===== config.mk =====
export PLATFORM = sky130hd
export DESIGN_NAME = bbox_tracker
export DESIGN_NICKNAME = d
export VERILOG_FILES = /design/src/rtl/bbox_pkg.sv /design/src/rtl/bbox_accum.sv /design/src/rtl/bbox_tracker.sv
export SDC_FILE = /design/constraint.sdc
export NUM_CORES = 2
export LEC_CHECK = 0
export BUFFER_PORTS_ARGS = -buffer_cell sky130_fd_sc_hd__buf_4
export CORE_MARGIN = 1
export CORE_UTILIZATION = 25
export DETAILED_ROUTE_END_ITERATION = 10
export PLACE_DENSITY = 0.36
export SYNTH_ARGS = -nofsm -noshare
export SYNTH_HDL_FRONTEND = slang
export SYNTH_SLANG_ARGS = --single-unit

===== constraint.sdc =====
create_clock -name clk -period 11.2 [get_ports clk]
set_input_delay 2.8 -clock clk [delete_from_list [all_inputs] [get_ports clk]]
set_output_delay 2.8 -clock clk [all_outputs]
set_load 0.02 [all_outputs]

===== src/rtl/bbox_pkg.sv =====
// Shared types for the bounding-box tracker: emitter states, box record, message length.
// BBOX_PIXCOUNT_EN adds a per-class pixel-count word to each snapshot message.
package bbox_pkg;

  typedef enum logic [2:0] {
    ST_IDLE,
    ST_HDR,
    ST_CTR,
    ST_SIZE
`ifdef BBOX_PIXCOUNT_EN
    , ST_CNT
`endif
  } emit_state_e;

  localparam logic [15:0] HDR_MAGIC = 16'h4242;

  typedef struct packed {
    logic [15:0] left;
    logic [15:0] right;
    logic [15:0] top;
    logic [15:0] bottom;
    logic        valid;
  } box_t;

  function automatic int msg_len(input int n_class);
`ifdef BBOX_PIXCOUNT_EN
    return 1 + 3 * n_class;
`else
    return 1 + 2 * n_class;
`endif
  endfunction

endpackage


===== src/rtl/bbox_accum.sv =====
// Per-class extent/count accumulator with frame-start clear and end-of-frame latch.
module bbox_accum
  import bbox_pkg::*;
#(
  parameter int COORD_W = 11,
  parameter int CNT_W   = 20,
  parameter int IMAGE_W = 640,
  parameter int IMAGE_H = 480,
  parameter int MIN_PIX = 16
) (
  input  logic               clk,
  input  logic               reset_n,
  input  logic               clr,
  input  logic               upd,
  input  logic               lat,
  input  logic [COORD_W-1:0] x,
  input  logic [COORD_W-1:0] y,
  output logic [COORD_W-1:0] nxt_left,
  output logic [COORD_W-1:0] nxt_right,
  output logic [COORD_W-1:0] nxt_top,
  output logic [COORD_W-1:0] nxt_bottom,
  output logic [CNT_W-1:0]   nxt_count,
  output logic               nxt_valid,
  output logic [COORD_W-1:0] lat_left,
  output logic [COORD_W-1:0] lat_right,
  output logic [COORD_W-1:0] lat_top,
  output logic [COORD_W-1:0] lat_bottom,
  output logic               lat_valid
);

  logic [COORD_W-1:0] min_x, max_x, min_y, max_y;
  logic [CNT_W-1:0]   count;

  function automatic logic [CNT_W-1:0] sat_inc(input logic [CNT_W-1:0] c);
    return (&c) ? c : c + CNT_W'(1);
  endfunction

  // Running values including the current beat, so the eop pixel lands in the latch.
  always_comb begin
    nxt_left   = (upd && x < min_x) ? x : min_x;
    nxt_right  = (upd && x > max_x) ? x : max_x;
    nxt_top    = (upd && y < min_y) ? y : min_y;
    nxt_bottom = (upd && y > max_y) ? y : max_y;
    nxt_count  = upd ? sat_inc(count) : count;
    nxt_valid  = (nxt_count >= CNT_W'(MIN_PIX));
  end

  always_ff @(posedge clk) begin
    if (clr) begin
      min_x <= COORD_W'(IMAGE_W - 1);
      min_y <= COORD_W'(IMAGE_H - 1);
      max_x <= '0;
      max_y <= '0;
      count <= '0;
    end else begin
      min_x <= nxt_left;
      max_x <= nxt_right;
      min_y <= nxt_top;
      max_y <= nxt_bottom;
      count <= nxt_count;
    end
    if (lat) begin
      lat_left   <= nxt_left;
      lat_right  <= nxt_right;
      lat_top    <= nxt_top;
      lat_bottom <= nxt_bottom;
    end
  end

  always_ff @(posedge clk) begin
    if (!reset_n)
      lat_valid <= 1'b0;
    else if (lat)
      lat_valid <= nxt_valid;
  end

endmodule


===== src/rtl/bbox_tracker.sv =====
// Multi-class bounding-box tracker: per-frame extents, outline overlay, periodic snapshot messages.
// Define BBOX_PIXCOUNT_EN to append a pixel-count word after each class SIZE word.
module bbox_tracker
  import bbox_pkg::*;
#(
  parameter int N_CLASS      = 5,
  parameter int COORD_W      = 11,
  parameter int CNT_W        = 20,
  parameter int IMAGE_W      = 640,
  parameter int IMAGE_H      = 480,
  parameter int MSG_INTERVAL = 20,
  parameter int MIN_PIX      = 16
) (
  input  logic               clk,
  input  logic               reset_n,
  input  logic               pix_valid,
  input  logic               pix_sop,
  input  logic               pix_eop,
  input  logic               pix_video,
  input  logic [COORD_W-1:0] pix_x,
  input  logic [COORD_W-1:0] pix_y,
  input  logic [N_CLASS-1:0] pix_class,
  input  logic [COORD_W-1:0] ov_x,
  input  logic [COORD_W-1:0] ov_y,
  output logic [N_CLASS-1:0] ov_hit,
  output logic               msg_valid,
  input  logic               msg_ready,
  output logic [31:0]        msg_data,
  output logic               busy
);

  localparam int CLS_W = (N_CLASS > 1) ? $clog2(N_CLASS) : 1;
  localparam int FC_W  = (MSG_INTERVAL > 1) ? $clog2(MSG_INTERVAL) : 1;

  logic               pix_beat, latch, found;
  logic [N_CLASS-1:0] cls_sel;

  assign pix_beat = pix_valid & ~pix_sop & pix_video;
  assign latch    = pix_valid & pix_eop & pix_video & ~pix_sop;

  always_comb begin
    cls_sel = '0;
    found   = 1'b0;
    for (int k = 0; k < N_CLASS; k++) begin
      cls_sel[k] = pix_class[k] & ~found;
      found      = found | pix_class[k];
    end
  end

  logic [COORD_W-1:0] nxt_l [N_CLASS];
  logic [COORD_W-1:0] nxt_r [N_CLASS];
  logic [COORD_W-1:0] nxt_t [N_CLASS];
  logic [COORD_W-1:0] nxt_b [N_CLASS];
  logic [COORD_W-1:0] lat_l [N_CLASS];
  logic [COORD_W-1:0] lat_r [N_CLASS];
  logic [COORD_W-1:0] lat_t [N_CLASS];
  logic [COORD_W-1:0] lat_b [N_CLASS];
  logic [N_CLASS-1:0] nxt_v, lat_v;
`ifdef BBOX_PIXCOUNT_EN
  logic [CNT_W-1:0]   nxt_cnt  [N_CLASS];
  logic [CNT_W-1:0]   emit_cnt [N_CLASS];
`else
  logic [CNT_W-1:0]   unused_cnt [N_CLASS];
`endif

  for (genvar g = 0; g < N_CLASS; g++) begin : g_acc
    bbox_accum #(
      .COORD_W(COORD_W), .CNT_W(CNT_W), .IMAGE_W(IMAGE_W),
      .IMAGE_H(IMAGE_H), .MIN_PIX(MIN_PIX)
    ) u_acc (
      .clk        (clk),
      .reset_n    (reset_n),
      .clr        (pix_valid & pix_sop),
      .upd        (pix_beat & cls_sel[g]),
      .lat        (latch),
      .x          (pix_x),
      .y          (pix_y),
      .nxt_left   (nxt_l[g]),
      .nxt_right  (nxt_r[g]),
      .nxt_top    (nxt_t[g]),
      .nxt_bottom (nxt_b[g]),
`ifdef BBOX_PIXCOUNT_EN
      .nxt_count  (nxt_cnt[g]),
`else
      .nxt_count  (unused_cnt[g]),
`endif
      .nxt_valid  (nxt_v[g]),
      .lat_left   (lat_l[g]),
      .lat_right  (lat_r[g]),
      .lat_top    (lat_t[g]),
      .lat_bottom (lat_b[g]),
      .lat_valid  (lat_v[g])
    );
  end

  always_comb begin
    ov_hit = '0;
    for (int k = 0; k < N_CLASS; k++)
      ov_hit[k] = lat_v[k] && ov_x >= lat_l[k] && ov_x <= lat_r[k] &&
                  ov_y >= lat_t[k] && ov_y <= lat_b[k] &&
                  (ov_x == lat_l[k] || ov_x == lat_r[k] ||
                   ov_y == lat_t[k] || ov_y == lat_b[k]);
  end

  emit_state_e      state, state_n;
  logic [CLS_W-1:0] cls, cls_n;
  logic [7:0]       seq;
  logic [FC_W-1:0]  frame_cnt;
  logic             trigger, last_cls;
  box_t             emit_box [N_CLASS];
  box_t             cur;
  logic [16:0]      cx_sum, cy_sum;

  assign trigger  = latch && (frame_cnt == '0) && (state == ST_IDLE);
  assign last_cls = (cls == CLS_W'(N_CLASS - 1));

  // Snapshot stage: emit registers are only written when a message starts.
  always_ff @(posedge clk) begin
    if (trigger) begin
      for (int k = 0; k < N_CLASS; k++) begin
        emit_box[k].left   <= 16'(nxt_l[k]);
        emit_box[k].right  <= 16'(nxt_r[k]);
        emit_box[k].top    <= 16'(nxt_t[k]);
        emit_box[k].bottom <= 16'(nxt_b[k]);
        emit_box[k].valid  <= nxt_v[k];
`ifdef BBOX_PIXCOUNT_EN
        emit_cnt[k]        <= nxt_cnt[k];
`endif
      end
    end
  end

  always_ff @(posedge clk) begin
    if (!reset_n) begin
      state     <= ST_IDLE;
      cls       <= '0;
      seq       <= '0;
      frame_cnt <= FC_W'(MSG_INTERVAL - 1);
    end else begin
      state <= state_n;
      cls   <= cls_n;
      if (state == ST_HDR && msg_ready)
        seq <= seq + 8'd1;
      if (latch) begin
        if (frame_cnt != '0)
          frame_cnt <= frame_cnt - FC_W'(1);
        else if (state == ST_IDLE)
          frame_cnt <= FC_W'(MSG_INTERVAL - 1);
      end
    end
  end

  always_comb begin
    state_n   = state;
    cls_n     = cls;
    msg_valid = (state != ST_IDLE);
    busy      = (state != ST_IDLE);
    msg_data  = '0;
    cur       = emit_box[cls];
    cx_sum    = {1'b0, cur.left} + {1'b0, cur.right};
    cy_sum    = {1'b0, cur.top} + {1'b0, cur.bottom};
    case (state)
      ST_IDLE: if (trigger) begin
        state_n = ST_HDR;
        cls_n   = '0;
      end
      ST_HDR: begin
        msg_data = {HDR_MAGIC, 8'(N_CLASS), seq};
        if (msg_ready) state_n = ST_CTR;
      end
      ST_CTR: begin
        if (cur.valid) msg_data = {cx_sum[16:1], cy_sum[16:1]};
        if (msg_ready) state_n = ST_SIZE;
      end
      ST_SIZE: begin
        if (cur.valid) msg_data = {cur.bottom - cur.top, cur.right - cur.left};
`ifdef BBOX_PIXCOUNT_EN
        if (msg_ready) state_n = ST_CNT;
      end
      ST_CNT: begin
        msg_data = 32'(emit_cnt[cls]);
`endif
        if (msg_ready) begin
          if (last_cls) state_n = ST_IDLE;
          else begin
            state_n = ST_CTR;
            cls_n   = cls + CLS_W'(1);
          end
        end
      end
      default: state_n = ST_IDLE;
    endcase
  end

endmodule


Yosys cells after proc, flatten, opt, wreduce, memory -nomap -nowiden
Memories as Yosys holds them, arrays and structs flattened. A register that Yosys moved wholly into a read port is not among the register bits.
Index checks and enable logic that the tools add are counted.
{ "word_totals": {"regBits": 564, "latch_bits": 0, "ramBits": 225, "romBits": 0, "inputBits": 56, "output_inout_bits": 39, "elab_cells": 290, "mem_count": 1} }
{ "op_classes": {"n_addsub": 12, "n_mul": 0, "div_mod_pow": 0, "order_cmp": 45, "n_eq_ne": 29, "shift": 0, "n_mux": 49, "bitwise": 23, "reduce_logical": 77} }
{ "memory_table": {"columns": ["name", "words", "word_bits", "read_ports", "rd_clocked_by_memory_dff", "wr", "line", "text"], "rows": [
  ["emit_box", 5, 45, 1, 1, 5, "bbox_tracker.sv:110", "box_t emit_box [N_CLASS];"]
]} }
{ "ops": {"columns": ["op", "count"], "rows": [
  ["$eq 11x11->1", 20],
  ["$mux 11", 20],
  ["$mux 20", 10],
  ["$ge 11x11->1", 10],
  ["$gt 11x11->1", 10],
  ["$le 11x11->1", 10],
  ["$lt 11x11->1", 10],
  ["$add 20x1->20 const B", 5],
  ["$ge 20x5->1 const B", 5],
  ["$reduce_and 20->1", 5],
  ["$pmux 32 s3", 1],
  ["$mux 32", 2],
  ["$logic_and 1x1->1", 48],
  ["$add 16x16->17", 2],
  ["$sub 16x16->16", 2],
  ["$mux 3", 9],
  ["$and 1x1->1", 15],
  ["$logic_or 1x1->1", 15],
  ["$pmux 3 s4", 1],
  ["$mux 5", 2],
  ["$ne 2x2->1 const B", 5],
  ["$add 8x1->8 const B", 1],
  ["$reduce_and 4->1", 2],
  ["$eq 3x2->1 const B", 2],
  ["15 further kinds", 23]
]} }

Logic depth before layout (Yosys ltp)
{ "depth": {"word_depth": 9, "depth_mapped": 14, "depth_no_buf": 12} }

Cells and area by module
A second synthesis with hierarchy kept.
{ "hier_totals": {"cells_unflattened": 4293, "area_unflattened_um2": 46029.1} }
{ "by_module_without_submodules": {"columns": ["module", "instances", "cells_each", "area_each_um2", "seq_area_each_um2"], "rows": [
  ["bbox_accum", 5, 555, 5805.6, 2622.5],
  ["bbox_tracker", 1, 1518, 17001.3, 7176.9]
]} }

Worst setup path after synthesis
No wires, ideal clock.
{ "synth_path": {"kind": "input-to-reg", "from": "input pix_sop", "to": "register g_acc[0].u_acc.lat_valid", "setup_time_ns": 0.165, "arrival_ns": 10.225, "t_required_ns": 11.035, "slack_ns": 0.811, "cell_stages": 7, "n_path_buf": 2, "cell_sequence": "buf_2 > and2b_1 > nand3_1 > inv_1 > clkbuf_1 > o21ai_0 > a31oi_1"} }
{ "synth_between": {"elab_cells_between_ends": 7, "classes_between": "order compare (1); mux (1); bitwise (5)"} }
{ "synth_lines": {"columns": ["element", "line", "text"], "rows": [
  ["start, declared", "bbox_tracker.sv:17", "input logic pix_sop,"],
  ["$not 1->1", "bbox_tracker.sv:39", "assign latch = pix_valid & pix_eop & pix_video & ~pix_sop;"],
  ["$and 1x1->1", "bbox_tracker.sv:39", null],
  ["net g_acc[0].u_acc.lat", "bbox_accum.sv:15", "input logic lat,"],
  ["end signal, assigned", "bbox_accum.sv:74", "lat_valid <= nxt_valid;"],
  ["end, declared", "bbox_accum.sv:28", "output logic lat_valid"]
]} }
The timed path passes the listed nets, and every way through them passes these cells.
A chain may end at the register's enable or synchronous reset.

Worst setup path after layout
{ "layout_path": {"from": "input ov_x[0]", "to": "output ov_hit[3]"} }
{ "layout_between": {"elab_chain_len": 6, "elab_cells_between_ends": 12, "classes_between": "order compare (2); eq/ne (2); reduce/logical (8)"} }
{ "layout_rtl": {"columns": ["element", "line", "text"], "rows": [
  ["start, declared", "bbox_tracker.sv:23", "input logic [COORD_W-1:0] ov_x,"],
  ["$ge 11x11->1", "bbox_tracker.sv:99", "ov_hit[k] = lat_v[k] && ov_x >= lat_l[k] && ov_x <= lat_r[k] &&"],
  ["$logic_and 1x1->1 (3 in series)", "bbox_tracker.sv:99", null],
  ["$logic_and 1x1->1", "bbox_tracker.sv:100", "ov_y >= lat_t[k] && ov_y <= lat_b[k] &&"],
  ["$logic_and 1x1->1 (*)", "bbox_tracker.sv:100", null],
  ["end, declared", "bbox_tracker.sv:25", "output logic [N_CLASS-1:0] ov_hit,"]
]} }
Mark *: on every way between the ends. The rest lies on a longest branch, timed or not.

==> impl_results.md <==
- Pleak: 21.8 nW
- Number of remaining DRC errors: 0
- Achievable Freq: 116 MHz
- Avg WL per Cell: 23.3 um
- Clock Path Buffers: 3
- Post-CTS setup buffers: 0
- GR peak layer: met2
- Post-synthesis cell type count: 87
- Die height: 427 um
- Post-route cell area: 0.0520 mm^2
- Layout cell share with drive strength beyond 1: 9.16%
- Worst-path maximum fanout: 10
- Min Clock Period, post-route: 8.60 ns
- Initial antenna violation count: 11
- Synth Instances: 4,352
- Number of global-route vias before repair: 32,500
- Pwr Density: 138 mW/mm^2
- Met2 Usage GRT: 26.3%
- Yosys Warn Count: 0
- Antenna-violating nets left: 0
- Worst-margin pin slew: 1.17 ns
- NumNets Final: 4,955
- Area leader, netlist: edfxtp_1
- Detailed-route via count: 32,900
- Count leader, synth: inv_1
- IO Count: 95
- Max-slew violations: 0
- Synthesized area: 0.0452 mm^2
- RD Place Congestion: 0.826
- Dpl ws: 2.41 ns
- Global-route wire length before repair: 230,000 um
- CTS clk-pin slew, worst paths: 0.06 ns
- Total iterations of the first detailed-routing run: 5
- Syn-to-layout area delta: 15.1%
- Port Buf Inserts: 94
- Die Wd: 427 um
- TritonCTS clock tree: built
- Critical path data arrival time: 5.80 ns
- All-Layer GR Usage: 17.4%
- Critical path type: input pin to output port
- Post-synth EDFFs: 445
- Met1 usage: 25.1%
- Unrepaired setup endpoints after global routing: no
- Seq cells post-synth: 791
- Worst Path Required: 8.40 ns
- Seq/Total Area, Yosys: 44.9%
- Htree depth: 3
- HP Class: flop to flop
- Final WS setup: 2.60 ns
- Worst vdd ir: 117 uV
- Startpoint types: input pin
- Placement Rows: 155
- Post-synth ARST share: 0%
- Mean Syn Cell Area: 10.4 um^2
- Largest net degree at the start of global routing: 138
- Root buffer cell: clkbuf_16
- Final WL: 160,000 um
- Sum of negative setup slack: 0 ns
- Main area contributors after synthesis: edfxtp_1 (30%), dfxtp_1 (15%), ha_1 (13%), mux2i_1 (5.5%), inv_1 (4.1%)
- Syn_nets: 4,895
- Cts bufs inserted: 99
- Worst hold slack: 0.457 ns
- CP Capture Type: output port
- Detailed Route Iter0 Violations: 2,286
- Die area: 0.182 mm^2
- CTS resizes: 0
- Worst-Skew Late Latency: 0.75 ns
- Flop-to-flop setup slack: 7.60 ns
- Initial core utilization: 25.2%
- Final period utilization: 76.8%
- Top FF cell, synth: edfxtp_1
- Status: finished clean
- Top cell type's share of synthesized area: 29.6%
- FILL cells: 18,600
- Met3 Use GR: 2.50%
- Slew margin rel.: 20.9%
- # clock sinks: 791
- GRT overflow: 0
- Max cap viols: 0
- Placed instance area: 0.0485 mm^2
- Drt via density: 4.80
- Fin Clk Skew: 0.0647 ns
- Post-DP HPWL: 116,000 um
- Final Hold Fails: 0
- Hold_buf cts: 0
- Final setup vio count: 0
- Core Box Area: 0.179 mm^2
- Top cells by count, synth: inv_1 (492), ha_1 (483), edfxtp_1 (445)
flip-flops by register name, summed over array words and instances, names as in the netlist, 5 cells and up, named ones only:
name and cells:
g_acc.u_acc.lat_valid 5, g_acc.u_acc.max_y 55, frame_cnt 5, g_acc.u_acc.min_x 55, emit_box 225, g_acc.u_acc.lat_bottom 55, g_acc.u_acc.min_y 55, g_acc.u_acc.lat_left 55
g_acc.u_acc.lat_top 55, g_acc.u_acc.max_x 55, g_acc.u_acc.lat_right 55, g_acc.u_acc.count 100, seq 8
worst max-delay path, cell delays in order:
cell	delay, ns
buf_4	0.12
inv_1	0.43
ha_1	0.23
nand4_1	0.10
nor2_1	0.16
a2111oi_0	0.08
a211oi_1	0.69
o221ai_1	0.24
a2111oi_1	0.55
buf_4	0.24
buf_4	0.14
report_power, final:
part / switching, mW / leakage, nW / internal, mW
logic: 0.351 / 13.2 / 0.175
clock network: 1.44 / 1.69 / 2.07
registers: 0.0184 / 6.90 / 3.10
through the flow:
step / total power, mW / cells / utilization [%]
2_1_floorplan: 3.48 / 4352 / -
3_3_place_gp: 3.71 / 6665 / 27.1
3_5_place_dp: 3.72 / 6666 / 27.1
4_1_cts: 7.27 / 6853 / 29.1
5_1_grt: 7.43 / 6853 / 29.1
6_report: 7.15 / 6854 / 29.1
cells in the final DEF (no fill, tap or decap), types with 18 or more instances in the layout:
cell type,count
a21o_1,76
o211ai_1,95
nand3_1,137
mux4_2,45
o21a_1,110
and4_1,24
a211o_1,22
clkbuf_16,99
mux2_2,38
nor3_1,45
xnor2_1,56
and3_1,45
ha_1,483
buf_4,130
edfxtp_1,445
inv_1,490
mux2i_1,247
dfxtp_1,343
o31ai_1,24
nor4_1,23
nand2b_1,36
nor2b_1,58
a21oi_1,137
clkinv_2,18
nand2_1,283
xor2_1,49
a211oi_1,38
nand4_1,91
o21ai_0,286
nor2_1,204
area by class of cell:
| type | instances | area, um^2 | area share, % |
|---|---|---|---|
| antenna | 1 | 2.50 | 0.00481 |
| clock buffer | 117 | 2580 | 4.97 |
| clock inverter | 70 | 956 | 1.84 |
| inverter | 499 | 1890 | 3.63 |
| multi-input combinational | 2890 | 22300 | 43.0 |
| sequential | 791 | 20300 | 39.0 |
| tap | 2355 | 2950 | 5.66 |
| timing repair buffer | 131 | 996 | 1.91 |
metal layers:
| layer | share of wire, % | up-vias |
|---|---|---|
| met5 | 0 | - |
| met4 | 3.1 | 0 |
| met3 | 4.3 | 182 |
| met2 | 43 | 685 |
| met1 | 50 | 16000 |
| li1 | - | 16000 |
kinds of logic after synthesis:
group / after synthesis / synth area share, %
compound gates: 940 / 13.7
xor+xnor: 105 / 2.04
fa+ha+maj: 487 / 13.6
buf+inv: 671 / 5.69
flops: 791 / 44.9
mux: 330 / 8.66
simple gates: 1028 / 11.5
worst paths after layout:
check / startpoint / endpoint / depth (start not counted)
hold reg to reg: g_acc[1].u_acc.max_x[2] / g_acc[1].u_acc.max_x[2] / 2
setup / recovery: ov_x[0] / ov_hit[3] / 11
hold / removal: g_acc[1].u_acc.max_x[2] / g_acc[1].u_acc.max_x[2] / 2
setup reg to reg: g_acc[4].u_acc.count[0] / emit_box[4][0] / 8
Power figures use the tool's default switching activity.
